**config.mk**
```make
export PLATFORM = sky130hd
export DESIGN_NAME = apb_slave_regbank
export DESIGN_NICKNAME = d
export VERILOG_FILES = /design/src/rtl/apb_slave_regbank.sv
export SDC_FILE = /design/constraint.sdc
export NUM_CORES = 2
export LEC_CHECK = 0
export CAP_MARGIN = 25
export CELL_PAD_IN_SITES_DETAIL_PLACEMENT = 1
export CELL_PAD_IN_SITES_GLOBAL_PLACEMENT = 2
export CORE_ASPECT_RATIO = 0.8
export CORE_MARGIN = 4
export CORE_UTILIZATION = 37
export CTS_CLUSTER_DIAMETER = 40
export DETAILED_ROUTE_END_ITERATION = 10
export GPL_TIMING_DRIVEN = 0
export PLACE_DENSITY = 0.65
export SYNTH_ARGS = -nofsm -noshare
export SYNTH_HDL_FRONTEND = slang
export SYNTH_SLANG_ARGS = --single-unit
```
**constraint.sdc**
```tcl
create_clock -name Hclk -period 5.29 [get_ports Hclk]
set_input_delay 1.058 -clock Hclk [delete_from_list [all_inputs] [get_ports Hclk]]
set_output_delay 1.058 -clock Hclk [all_outputs]
set_load 0.01 [all_outputs]
```
**src/rtl/apb_slave_regbank.sv**
```systemverilog
// Zero-wait-state APB slave with three one-hot selected register banks.
// Tracks SETUP/ACCESS phases and counts protocol/address violations.
module apb_slave_regbank #(
  parameter int DEPTH = 16,
  parameter int ERR_W = 8
) (
  input  logic             Hclk,
  input  logic             Hresetn,
  input  logic             Pwrite,
  input  logic             Penable,
  input  logic [2:0]       Pselx,
  input  logic [31:0]      Paddr,
  input  logic [31:0]      Pwdata,
  output logic [31:0]      Prdata,
  input  logic             err_clr,
  output logic [15:0]      wr_count,
  output logic [ERR_W-1:0] err_count,
  output logic             err_flag
);
  localparam int AW    = $clog2(DEPTH);
  localparam int BANKS = 3;

  typedef enum logic [1:0] {IDLE, SETUP, ACCESS} state_t;

  state_t          state, state_nxt;
  logic [2:0]      cap_sel;
  logic [29:0]     cap_addr;
  logic            cap_write;

  logic            sel, acc, multi, oor, mism, viol, valid;
  logic [AW-1:0]   idx;
  logic [BANKS-1:0][31:0] rd_bank;

  assign sel   = |Pselx;
  assign acc   = sel & Penable;
  assign idx   = Paddr[2+AW-1:2];
  assign multi = (Pselx & (Pselx - 3'd1)) != 3'd0;
  assign oor   = |Paddr[31:2+AW];
  assign mism  = (Pselx != cap_sel) | (Paddr[31:2] != cap_addr) | (Pwrite != cap_write);
  // Any ACCESS not preceded by SETUP is flagged, plus the field checks; counted once.
  assign viol  = acc & ((state != SETUP) | mism | multi | oor);
  assign valid = acc & ~viol;

  always_ff @(posedge Hclk or negedge Hresetn) begin
    if (!Hresetn) state <= IDLE;
    else          state <= state_nxt;
  end

  always_comb begin
    state_nxt = IDLE;
    if (sel) state_nxt = Penable ? ACCESS : SETUP;
  end

  always_ff @(posedge Hclk or negedge Hresetn) begin
    if (!Hresetn) begin
      cap_sel   <= '0;
      cap_addr  <= '0;
      cap_write <= 1'b0;
    end else if (sel && !Penable) begin
      cap_sel   <= Pselx;
      cap_addr  <= Paddr[31:2];
      cap_write <= Pwrite;
    end
  end

  for (genvar k = 0; k < BANKS; k++) begin : g_bank
    logic [31:0] mem [DEPTH];

    always_ff @(posedge Hclk or negedge Hresetn) begin
      if (!Hresetn) begin
        for (int i = 0; i < DEPTH; i++) mem[i] <= '0;
      end else if (valid && Pwrite && Pselx[k]) begin
        mem[idx] <= Pwdata;
      end
    end

    assign rd_bank[k] = (valid && !Pwrite && Pselx[k]) ? mem[idx] : 32'd0;
  end

  always_comb begin
    Prdata = '0;
    for (int k = 0; k < BANKS; k++) Prdata = Prdata | rd_bank[k];
  end

  always_ff @(posedge Hclk or negedge Hresetn) begin
    if (!Hresetn)             wr_count <= '0;
    else if (valid && Pwrite) wr_count <= wr_count + 16'd1;
  end

  // A violation in the same cycle as err_clr restarts the count at one.
  always_ff @(posedge Hclk or negedge Hresetn) begin
    if (!Hresetn) begin
      err_count <= '0;
      err_flag  <= 1'b0;
    end else if (viol) begin
      err_flag <= 1'b1;
      if (err_clr)               err_count <= ERR_W'(1);
      else if (err_count != '1)  err_count <= err_count + ERR_W'(1);
    end else if (err_clr) begin
      err_count <= '0;
      err_flag  <= 1'b0;
    end
  end
endmodule

```
==> impl_metrics.ini <==
[run_status]
outcome = finished, final reports clean

[synthesis]
ys_warn_count = 0
syn_nets = 4558
synth_area_um2 = 73200
syn_area_per_cell_um2 = 16.3
synth_cells = 4484
synth_edf_count = 0
yosysSeqAreaShare = 0.546
synthArstFlopShare = 1.00
ys_ff_latch = 1597
synth_flop_cell = dfrtp_1
synthDistinctLibCells = 47

[power_and_ir_drop]
ir_worst_vdd_mv = 0.287
leakagePower_nw = 41.5
p_total_mw = 30.0
cellPowerDensity_nw_per_um2 = 343

[clock_network]
cts_buffer_depth = 3
clk_pin_slew_ps = 60
cts_buffers = 225
clock_latency_ps = 840
cts_root_buffer = clkbuf_16
cts_sinks = 1597
htree_levels = 4
tritoncts = built

[critical_path]
cp-startpoint = Paddr[3]
worstPathMaxFanout = 10
worstRegToRegCells = 9
r2r_slack_ps = 1240
crit_required_ps = 4230
endpoint = Prdata[10]
cp.arrival_ps = 4160
critical_path_class = in -> out
reg2reg_to = g_bank[2].mem[432]
crit_path_end_kind = output port
r2r-start = cap_addr[3]
crit_path_start_kind = input pin

[layout]
layout-drive-gt1-share = 0.518
nets = 4940
area_growth_pct = 19.6
nFillCells = 18800
finalCoreUtilization = 0.446
fin_area_um2 = 87500

[sta]
finClkSkew_ps = 42.4
layout_min_cycle_time_ps = 5210
max_freq_mhz = 192
final_hold_viol_count = 0
tightestPinTransition_ps = 1060
slew_headroom = 0.288
grt_setup_unrepaired = no
finalMaxSlewViolations = 0
fin_setup_tns_ps = 0
post-route-period-util = 0.986
setup_viol_count_final = 0

[detailed_routing]
drt-initial-drc-count = 3245
drc = 0
vias = 43400
via_per_inst = 5.68
post_drt_wl_per_cell_um = 33.4
ant_nets = 0
dr.pass1.iters = 5
drt-total-wl_um = 255000

[global_routing]
track_usage = 0.250
grt_overflow = 0
antenna_found_initial = 13
grt_pass1_wl_um = 365000
grt_pass1_vias = 46400
grt_max_degree = 169

[run]
maxCapViolCount = 0

[placed_design]
placed_cell_area_um2 = 78400
dpl.hpwl_um = 174000
place.gp.congestion = 0.821
numPortBuffers = 90

[die]
die_width_um = 505
dieArea_um2 = 205000
core_um2 = 196000
io_pins = 129
die-height_um = 406
start_util = 0.373
rows = 145

[min_path]
hold_class = in -> async
-- stage by stage --
step / setup WS [ps] / cells / hold slack [ps]
after detailed placement: -2090 / 7205 / 469
after floorplan: 926 / 4484 / 452
after CTS: -52.9 / 7636 / 172
final: 76.6 / 7651 / 157
after global placement: -72870 / 7146 / 462
after global routing: 2.07 / 7644 / 179
-- worst min path at each step --
stage	to	slack [ps]	startpoint	cells after the start
after global placement	g_bank[0].mem[188]	460	g_bank[0].mem[188]	1
final	g_bank[1].mem[252]	160	Hresetn	1
after global routing	g_bank[1].mem[252]	180	Hresetn	1
after CTS	g_bank[1].mem[316]	170	Hresetn	1
after floorplan	g_bank[1].mem[188]	450	g_bank[1].mem[188]	1
after detailed placement	g_bank[0].mem[309]	470	g_bank[0].mem[309]	1
-- report_power, final --
part           internal [mW]  leakage [nW]  switching (mW)
Combinational          0.365          15.3            1.02
Clock                   10.1          3.96            6.23
Sequential              12.3          22.2          0.0269
Total                   22.7          41.5            7.28
-- final cells by class --
cell class / count / area, um2 / area share
inverter: 72 / 270 / 0.00309
clock inverter: 159 / 2130 / 0.0243
tap: 2572 / 3220 / 0.0368
timing repair buffer: 157 / 2010 / 0.0230
buffer: 442 / 2390 / 0.0273
clock buffer: 268 / 6100 / 0.0698
multi-input combinational: 2371 / 31400 / 0.359
antenna: 13 / 32.5 / 0.000372
sequential: 1597 / 40000 / 0.457
-- sequential cells by signal, summed over array words and instances, names as in the netlist --
name        flops
g_bank.mem   1536
cap_addr       30
wr_count       16
err_count       8
cap_sel         3
state           2
cap_write       1
err_flag        1
-- per-layer routing --
metal / vias up / global-route usage / wire, um
li1: 17600 / - / -
met1: 24400 / 0.368 / 120000
met2: 1157 / 0.371 / 112000
met3: 359 / 0.0560 / 15900
met4: 0 / 0.0719 / 7760
met5: - / 0 / 0
-- what timing repair did --
action	4_1_cts	5_1_grt
buffers inserted	5	3
hold endpoints to repair	0	0
hold buffers	0	0
setup endpoints to repair	32	25
resized for setup	188	23
cloned	0	0
pin swaps	8	3
-- synth_stat cells (3+ instances only) --
cell type,instances,area share
clkbuf_1,247,0.013
nor4_1,21,0.0018
buf_4,48,0.0049
mux2_2,1330,0.20
mux2_1,242,0.037
buf_2,105,0.0072
o221ai_1,32,0.0038
nor2_1,26,0.0013
nand2_1,38,0.0019
o21ai_0,7,0.00048
nor4_2,8,0.0014
nor2_2,5,0.00043
xnor2_1,25,0.0030
mux4_2,480,0.15
nor4_4,20,0.0058
dfrtp_1,1597,0.55
nor2b_1,4,0.00034
nor2_4,8,0.0012
clkinv_1,3,0.00015
nand3_1,10,0.00068
nand4_1,15,0.0013
inv_1,69,0.0035
nor3_1,18,0.0012
buf_1,44,0.0023
xor2_1,16,0.0019
nand2b_1,38,0.0032
-- cell usage in the layout, fill, tap and decap left out, types with 24 or more instances in the layout --
master / Yosys / layout
buf_8: 0 / 35
mux2_1: 242 / 242
clkbuf_8: 0 / 37
mux2_2: 1330 / 1330
clkbuf_2: 0 / 32
xnor2_1: 25 / 25
dlygate4sd2_1: 0 / 25
nand2_1: 38 / 38
inv_6: 0 / 24
buf_4: 48 / 88
nor2_1: 26 / 26
mux4_2: 480 / 480
buf_2: 105 / 111
dfrtp_1: 1597 / 1597
clkinv_2: 0 / 31
bufinv_16: 0 / 36
clkbuf_16: 0 / 230
nand2b_1: 38 / 37
clkdlybuf4s50_1: 0 / 52
inv_1: 69 / 69
clkinvlp_4: 0 / 32
clkbuf_1: 247 / 199
-- critical path, stage by stage --
cell and delay, ps:
clkbuf_2 280, clkbuf_2 470, clkbuf_2 740, mux4_2 400
mux4_2 590, inv_1 130, o221ai_2 130, dlygate4sd2_1 320
-- cells by family (layout without fill, tap and decap cells) --
| group | count (synthesis) | in the layout | share of synthesized area |
|---|---|---|---|
| compound gates | 49 | 49 | 0.00532 |
| simple gates | 227 | 227 | 0.0226 |
| mux | 2052 | 2052 | 0.390 |
| other cells | 0 | 13 | 0 |
| buf+inv | 516 | 1098 | 0.0307 |
| xor+xnor | 41 | 41 | 0.00491 |
| fa+ha+maj | 2 | 2 | 0.000342 |
| flops | 1597 | 1597 | 0.546 |
(Power assumes the default switching activity.)
